--- src/rtl/muldiv_unit_pkg.sv ---
// Shared definitions for the multiply/divide unit: mul_control bit positions,
// FSM state encoding and the divider iteration count.
package muldiv_unit_pkg;

   localparam int MC_MULT  = 0;
   localparam int MC_MULTU = 1;
   localparam int MC_DIV   = 2;
   localparam int MC_DIVU  = 3;

   localparam logic [1:0] ST_IDLE = 2'd0;
   localparam logic [1:0] ST_MUL  = 2'd1;
   localparam logic [1:0] ST_DIV  = 2'd2;
   localparam logic [1:0] ST_FIX  = 2'd3;

   localparam int DIV_ITERS = 32;
   localparam int DIV_CNT_W = $clog2(DIV_ITERS);

   typedef enum logic [2:0] {
      OP_NONE,
      OP_MULT,
      OP_MULTU,
      OP_DIV,
      OP_DIVU
   } op_t;

   // Several bits set resolve toward the lowest bit position.
   function automatic op_t decode_op(input logic [3:0] mc);
      if (mc[MC_MULT])  return OP_MULT;
      if (mc[MC_MULTU]) return OP_MULTU;
      if (mc[MC_DIV])   return OP_DIV;
      if (mc[MC_DIVU])  return OP_DIVU;
      return OP_NONE;
   endfunction

   function automatic logic [31:0] abs32(input logic [31:0] v, input logic is_signed);
      return (is_signed && v[31]) ? (32'd0 - v) : v;
   endfunction

endpackage

--- src/rtl/muldiv_unit_div_core.sv ---
// Unsigned radix-2 restoring divider, one quotient bit per cycle.
// done is high during the final iteration cycle; results are stable once busy drops.
module div_core
   import muldiv_unit_pkg::*;
(
   input  logic        clk,
   input  logic        resetn,
   input  logic        abort,
   input  logic        start,
   input  logic [31:0] dividend,
   input  logic [31:0] divisor,
   output logic        busy,
   output logic        done,
   output logic [31:0] quotient,
   output logic [31:0] remainder
);

   logic [31:0]          rem;
   logic [31:0]          quo;
   logic [31:0]          dvsr;
   logic [DIV_CNT_W-1:0] cnt;
   logic [32:0]          shifted;
   logic [32:0]          diff;

   // 33 bits are enough: bit 32 of diff is the trial-subtract sign.
   assign shifted = {rem, quo[31]};
   assign diff    = shifted - {1'b0, dvsr};
   assign done    = busy && (cnt == DIV_CNT_W'(DIV_ITERS - 1));

   always_ff @(posedge clk) begin
      if (!resetn) begin
         busy <= 1'b0;
         rem  <= '0;
         quo  <= '0;
         dvsr <= '0;
         cnt  <= '0;
      end else if (abort) begin
         busy <= 1'b0;
         cnt  <= '0;
      end else if (start) begin
         busy <= 1'b1;
         rem  <= '0;
         quo  <= dividend;
         dvsr <= divisor;
         cnt  <= '0;
      end else if (busy) begin
         rem  <= diff[32] ? shifted[31:0] : diff[31:0];
         quo  <= {quo[30:0], ~diff[32]};
         cnt  <= cnt + 1'b1;
         if (done) busy <= 1'b0;
      end
   end

   assign quotient  = quo;
   assign remainder = rem;

endmodule

--- src/rtl/muldiv_unit.sv ---
// Multiply/divide execution unit owning HI/LO; multi-cycle multiplier,
// iterative divider with sign fix-up, mthi/mtlo writes and flush.
//
// state | meaning
// IDLE  | ready; accepts mul/div or mthi/mtlo
// MUL   | multiplier counting down MUL_CYCLES, writes HI/LO at terminal count
// DIV   | div_core iterating on operand magnitudes
// FIX   | apply signs / divide-by-zero result, write HI/LO
module muldiv_unit
   import muldiv_unit_pkg::*;
#(
   parameter int MUL_CYCLES = 1
) (
   input  logic        clk,
   input  logic        resetn,
   input  logic        in_valid,
   output logic        in_ready,
   input  logic [3:0]  mul_control,
   input  logic [1:0]  hilo_we,
   input  logic [31:0] src_a,
   input  logic [31:0] src_b,
   input  logic        flush,
   output logic        busy,
   output logic        done,
   output logic [31:0] hi,
   output logic [31:0] lo
);

   localparam logic [1:0] MUL_LOAD = 2'(MUL_CYCLES - 1);

   logic [1:0]  state;
   logic [31:0] mul_a;
   logic [31:0] mul_b;
   logic        mul_signed;
   logic [1:0]  mul_cnt;
   logic        div_neg_q;
   logic        div_neg_r;
   logic        div_zero;
   logic [31:0] div_a_raw;

   op_t         op;
   logic        accept;
   logic        div_start;
   logic        div_signed;
   logic        core_busy;
   logic        core_done;
   logic [31:0] core_q;
   logic [31:0] core_r;
   logic [32:0] ext_a33;
   logic [32:0] ext_b33;
   logic [63:0] product;
   logic [31:0] fix_q;
   logic [31:0] fix_r;

   assign op         = decode_op(mul_control);
   assign in_ready   = (state == ST_IDLE);
   assign accept     = in_valid && in_ready && !flush;
   assign div_signed = (op == OP_DIV);
   assign div_start  = accept && ((op == OP_DIV) || (op == OP_DIVU));
   assign busy       = (state != ST_IDLE) || core_busy;

   // Low 64 bits of the product of 33-bit extended operands; the upper
   // extension only needs to replicate bit 32.
   assign ext_a33 = {mul_signed & mul_a[31], mul_a};
   assign ext_b33 = {mul_signed & mul_b[31], mul_b};
   assign product = {{31{ext_a33[32]}}, ext_a33} * {{31{ext_b33[32]}}, ext_b33};

   assign fix_q = div_neg_q ? (32'd0 - core_q) : core_q;
   assign fix_r = div_neg_r ? (32'd0 - core_r) : core_r;

   div_core u_div_core (
      .clk       (clk),
      .resetn    (resetn),
      .abort     (flush),
      .start     (div_start),
      .dividend  (abs32(src_a, div_signed)),
      .divisor   (abs32(src_b, div_signed)),
      .busy      (core_busy),
      .done      (core_done),
      .quotient  (core_q),
      .remainder (core_r)
   );

   always_ff @(posedge clk) begin
      if (!resetn) begin
         state      <= ST_IDLE;
         hi         <= '0;
         lo         <= '0;
         done       <= 1'b0;
         mul_a      <= '0;
         mul_b      <= '0;
         mul_signed <= 1'b0;
         mul_cnt    <= '0;
         div_neg_q  <= 1'b0;
         div_neg_r  <= 1'b0;
         div_zero   <= 1'b0;
         div_a_raw  <= '0;
      end else begin
         done <= 1'b0;
         if (flush) begin
            state <= ST_IDLE;
         end else begin
            case (state)
               ST_IDLE: begin
                  if (accept) begin
                     case (op)
                        OP_MULT, OP_MULTU: begin
                           state      <= ST_MUL;
                           mul_a      <= src_a;
                           mul_b      <= src_b;
                           mul_signed <= (op == OP_MULT);
                           mul_cnt    <= MUL_LOAD;
                        end
                        OP_DIV, OP_DIVU: begin
                           state     <= ST_DIV;
                           div_neg_q <= div_signed && (src_a[31] ^ src_b[31]);
                           div_neg_r <= div_signed && src_a[31];
                           div_zero  <= (src_b == 32'd0);
                           div_a_raw <= src_a;
                        end
                        default: begin
                           if (hilo_we[0]) hi <= src_a;
                           if (hilo_we[1]) lo <= src_a;
                        end
                     endcase
                  end
               end
               ST_MUL: begin
                  if (mul_cnt == 2'd0) begin
                     hi    <= product[63:32];
                     lo    <= product[31:0];
                     done  <= 1'b1;
                     state <= ST_IDLE;
                  end else begin
                     mul_cnt <= mul_cnt - 1'b1;
                  end
               end
               ST_DIV: begin
                  if (core_done) state <= ST_FIX;
               end
               ST_FIX: begin
                  // Divide by zero reports the untouched dividend, not its magnitude.
                  if (div_zero) begin
                     hi <= div_a_raw;
                     lo <= 32'hFFFF_FFFF;
                  end else begin
                     hi <= fix_r;
                     lo <= fix_q;
                  end
                  done  <= 1'b1;
                  state <= ST_IDLE;
               end
               default: state <= ST_IDLE;
            endcase
         end
      end
   end

endmodule

--- config.mk ---
export PLATFORM = sky130hd
export DESIGN_NAME = muldiv_unit
export DESIGN_NICKNAME = d
export VERILOG_FILES = /design/src/rtl/muldiv_unit_pkg.sv /design/src/rtl/muldiv_unit_div_core.sv /design/src/rtl/muldiv_unit.sv
export SDC_FILE = /design/constraint.sdc
export NUM_CORES = 2
export LEC_CHECK = 0
export ABC_AREA = 1
export CORE_ASPECT_RATIO = 0.8
export CORE_MARGIN = 5
export CORE_UTILIZATION = 45
export CTS_CLUSTER_DIAMETER = 80
export DETAILED_ROUTE_END_ITERATION = 10
export GPL_TIMING_DRIVEN = 0
export SYNTH_ARGS = -nofsm -noshare
export SYNTH_HDL_FRONTEND = slang
export SYNTH_SLANG_ARGS = --single-unit
--- constraint.sdc ---
create_clock -name clk -period 22 [get_ports clk]
set_input_delay 4.4 -clock clk [delete_from_list [all_inputs] [get_ports clk]]
set_output_delay 4.4 -clock clk [all_outputs]
set_load 0.05 [all_outputs]
# After elaboration in Yosys (flattened, before gate mapping)
# Index checks and enable logic that the tools add are counted.
# word_totals
rom_bits,0
word_cells,131
output_inout_bits,67
ff_bits,271
mem_bits_rw,0
latchBits,0
mem_count,0
# op_classes
n_addsub,7
n_mux,53
bitwise_logic,6
div,0
n_shift,0
reduce_logical,30
order_cmp,0
multipliers,1
n_eq_ne,17
# op_table
op,n
$mux W32,19
$pmux W32 S3,2
$sub A1 B32 Y32 const A,4
$mul A33 B33 Y64,1
$sub A33 B32 Y33,1
$logic_not A32 Y1,1
$mux W3,8
$mux W1,14
$mux W2,6
$reduce_and A4 Y1,3
$reduce_and A6 Y1,2
$ne A2 B1 Y1 const B,4
$ne A2 B2 Y1 const B,4
$pmux W2 S2,2
$pmux W2 S4,1
$logic_and A1 B1 Y1,7
$eq A3 B2 Y1 const B,2
$reduce_bool A2 Y1,3
$reduce_or A2 Y1,3
$add A5 B1 Y5 const B,1
$eq A5 B5 Y1 const B,1
$reduce_and A5 Y1,1
$eq A2 B2 Y1 const B,2
$logic_not A2 Y1,2
other kinds (15),20

# Depth between registers and ports, before layout
# logic_depth
depth_word,16
mapped_depth,36

# Cells and area by module
# A second synthesis with hierarchy kept.
# hier_totals
cells_unflattened,8092
hier_area_um2,57996.9
# modules_own_cells
mod,cells_each,seq_area_each_um2,n_inst,area_each_um2
muldiv_unit,6905,3383.2,1,50912.6
div_core,1187,2042.0,1,7084.3

# Least setup slack after synthesis
# Ideal clock, no wire load.
# synth_timing
kind,register to register
startpoint,register mul_a[31]
endpoint,register hi[29]
t_arrival_ps,7408
path_slack_ps,14484
required_time_ps,21891
path_stages_with_launch,33
period_less_slack_ps,7516
path_buffers,3
path_cell_list,dfxtp_1 -> clkbuf_1 -> nand2_1 -> clkbuf_1 -> buf_1 -> nor2_1 -> fa_1 -> inv_1 -> fa_1 -> inv_1 -> fa_1 -> inv_1 -> fa_1 -> fa_1 -> inv_1 -> fa_1 -> inv_1 -> fa_1 -> fa_1 -> inv_1 -> ha_1 -> nand2_1 -> nor2_1 -> nand2_1 -> nor2_1 -> and3_1 -> nand2_1 -> nand2_1 -> nand2_1 -> nand3_1 -> nand3_1 -> nand2_1 -> inv_1
# synth_between
elab_chain_cells,4
# synth_rtl
element,line_no,source
from (decl),muldiv_unit.sv:32,logic [31:0] mul_a;
from (signal assigned),muldiv_unit.sv:109,mul_a <= src_a;
$and A1 B1 Y1,muldiv_unit.sv:64,"assign ext_a33 = {mul_signed & mul_a[31], mul_a};"
$mul A33 B33 Y64 (*),muldiv_unit.sv:66,"assign product = {{31{ext_a33[32]}}, ext_a33} * {{31{ext_b33[32]}}, ext_b33};"
$mux W32 (*),muldiv_unit.sv:129,if (mul_cnt == 2'd0) begin
$pmux W32 S3 (*),muldiv_unit.sv:103,case (state)
to (signal assigned),muldiv_unit.sv:130,hi <= product[63:32];
to (signal assigned),muldiv_unit.sv:144,hi <= div_a_raw;
to (signal assigned),muldiv_unit.sv:147,hi <= fix_r;
to (decl),muldiv_unit.sv:25,"output logic [31:0] hi,"
# Mark *: on every way between the ends. The rest lies on a longest branch, timed or not. The select of a mux whose other input is x is not followed.
# A chain may end at the register's enable or synchronous reset.

# Worst setup path in the final report
# layout_timing
startpoint,register mul_a[31]
endpoint,register hi[27]
# The elaborated chain is that of the path after synthesis.

==> results.toml <==
[setup_path]
startpoint_type = "flop"
cp_data_required_time_ns = 22.46
worstPathMaxFanout = 10
worstSetupEndpointType = "flop"
critPathKind = "flop to flop"
cp.arrival_ns = 11.62
ff2ff_setup_slack_ns = 10.83
cp_common_cell = "fa_1"
crit_path_max_incr_delay_ns = 0.99
crit_slowest_cell = "fa_1"

[timing]
finClkSkew_ns = 0.0232
tns_ns = 0
relSlewSlack = 0.0489
hold_viol = 0
rsz0062_at_grt = "no"
slew_viol_final = 0
setup_violations = 0
tightest_slew_ns = 1.43
period_share = 0.508
layout_min_cycle_time_ns = 11.17
max_clock_freq_ghz = 0.0895

[finish]
drive_above_1_share = 0.0229
final_nets = 9720
final_core_util = 0.492
syn2layout_area_growth_pct = 8.20
final_common_cell = "nand2_1"
final_cell_mix = "nand2_1 (2040), inv_1 (2016), fa_1 (1125)"
fin_cells = 10000

[synth]
syn_area_um2 = 58000
syn_nets = 9546
synthArstFlopShare = 0
ys.flop_type = "dfxtp_1"
yosysSeqAreaShare = 0.0935
postSynthCellCount = 8095
yosysWarnings = 0
synth_edf_count = 0
ys_types = 56
avgSynthCellArea_um2 = 7.17
ys_ff_latch = 271

[clock_tree]
clkLatencyLatePin_ns = 0.57
numClockSinks = 271
numCtsBuffers = 34
ctsHtreeMaxLevel = 2
hold_buffers = 0
clockBufferDepth = 3
cts_root_buffer = "clkbuf_16"
tritoncts = "done"
post_cts_buffers = 0
cts.reportedPaths.clkPinSlew_ns = 0.07
post_cts_resized = 0

[global_route]
grt_usage = 0.384
grt_start_max_net_pins = 26
grt_pass1_wl_mm = 375
antenna_found_initial = 12
gr-total-overflow = 0
grt_pass1_vias = 52900
grt_util_met3 = 0.123
met1_usage = 0.568
grtUsageMet2 = 0.527
top_usage_layer = "met1"

[pwr]
powerDensity_nw_per_um2 = 37.6
comb_power_share = 0.515
p_sw_uw = 1130
p_int_uw = 1220
finalPower_uw = 2360
p_leak_uw = 0.0336
p_seq_frac = 0.219
peakVddDrop_mv = 0.0487
clockPowerShare = 0.265
switching_share = 0.481

[min_path]
hold_class = "flop to flop"

[route]
wl_per_cell_um = 26.2
via_per_inst = 5.49
via_count = 55100
first_pass_iters = 9
drt_wl_total_mm = 263
drtAntennaViolNets = 0
route.detailed.drc = 0
drt_first_iter_violations = 6889

[place]
dpl.hpwl_mm = 224
dp_cells = 9958
io_buffers = 138
place.gp.congestion = 1.04

[floorplanning]
die_y_um = 331
die_area_um2 = 136000
start_util = 0.454
ios = 141
fp.dieW_um = 411
rows = 117
core_um2 = 128000

[run_status]
status = "finished, final reports clean"

[run]
drv_cap = 0
[flip-flops by register name (all words and copies together) (netlist names), 2 cells and up]
register,flops
u_div_core.quotient,32
hi,32
u_div_core.remainder,32
lo,32
mul_a,32
mul_b,32
div_a_raw,32
u_div_core.cnt,5
u_div_core.dvsr,32
state,2
mul_cnt,2
[cells by family after synthesis]
| group | after synthesis | share of synthesized area |
|---|---|---|
| flops | 271 | 0.0935 |
| buf+inv | 2431 | 0.159 |
| xor+xnor | 53 | 0.00800 |
| compound gates | 763 | 0.0717 |
| fa+ha+maj | 1377 | 0.443 |
| simple gates | 3200 | 0.225 |
[synthesized netlist by cell type, types with 17 or more instances]
| cell type | n | area, um2 |
|---|---|---|
| dfxtp_1 | 271 | 5430 |
| nand2_1 | 2040 | 7660 |
| nand3_1 | 363 | 1820 |
| clkbuf_1 | 335 | 1260 |
| nand4_1 | 60 | 375 |
| inv_1 | 2016 | 7570 |
| o21ai_1 | 57 | 285 |
| o21ai_0 | 266 | 1330 |
| nor2_1 | 597 | 2240 |
| xor2_1 | 35 | 307 |
| buf_1 | 17 | 63.8 |
| nor3_1 | 46 | 230 |
| xnor2_1 | 18 | 158 |
| o211ai_1 | 28 | 210 |
| buf_2 | 39 | 195 |
| a31oi_1 | 29 | 181 |
| nand3b_1 | 18 | 135 |
| a21oi_1 | 312 | 1560 |
| ha_1 | 251 | 3140 |
| fa_1 | 1126 | 22500 |
[final timing paths]
path	startpoint	end	depth (start not counted)
min	div_a_raw[0]$_SDFFE_PN0P_	div_a_raw[0]$_SDFFE_PN0P_	2
max reg2reg	mul_a[31]$_SDFFE_PN0P_	hi[27]$_SDFFE_PN0P_	31
min reg2reg	div_a_raw[0]$_SDFFE_PN0P_	div_a_raw[0]$_SDFFE_PN0P_	2
max	mul_a[31]$_SDFFE_PN0P_	hi[27]$_SDFFE_PN0P_	31
[power groups by stage]
| stage | sequential [uW] | clock, uW | combinational, uW |
|---|---|---|---|
| 2_1_floorplan | 529 | 0 | 695 |
| 6_report | 517 | 626 | 1210 |
| 5_1_grt | 518 | 646 | 1310 |
| 4_1_cts | 517 | 625 | 1180 |
| 3_3_place_gp | 527 | 0 | 1170 |
| 3_5_place_dp | 527 | 0 | 1170 |
[area by class of cell]
type                       count  area (um2)
buffer                       401        1610
multi-input combinational   5393       43400
timing repair buffer         138        1380
antenna                        7        17.5
tap                         1725        2160
fill                       13300       64900
clock inverter                13         178
clock buffer                  48        1010
inverter                    2030        7620
sequential                   271        5430
[critical path: cells and delay by family (launching register included)]
| kind | cells | cell delay (ns) |
|---|---|---|
| adder cells (fa/ha/maj) | 9 | 5.38 |
| buffers and inverters | 10 | 2.71 |
| AND/OR/NAND/NOR | 12 | 2.59 |
| flip-flops | 1 | 0.30 |
[metal layers]
layer | share of wire | vias up
li1 | - | 24100
met1 | 0.43 | 27300
met2 | 0.39 | 3206
met3 | 0.14 | 474
met4 | 0.042 | 8
met5 | 0.00022 | -
[per-stage QoR]
step                      instance area, um2  hold WS, ns  setup slack (ns)
after floorplan                        58000        0.433             14.48
after detailed placement               61500        0.449             11.24
after global routing                   62700        0.480             10.74
after CTS                              62700        0.459             11.18
final                                  62800        0.464             10.83
after global placement                 61500        0.445             11.17
Note: power is estimated with default switching activity, not from simulation.
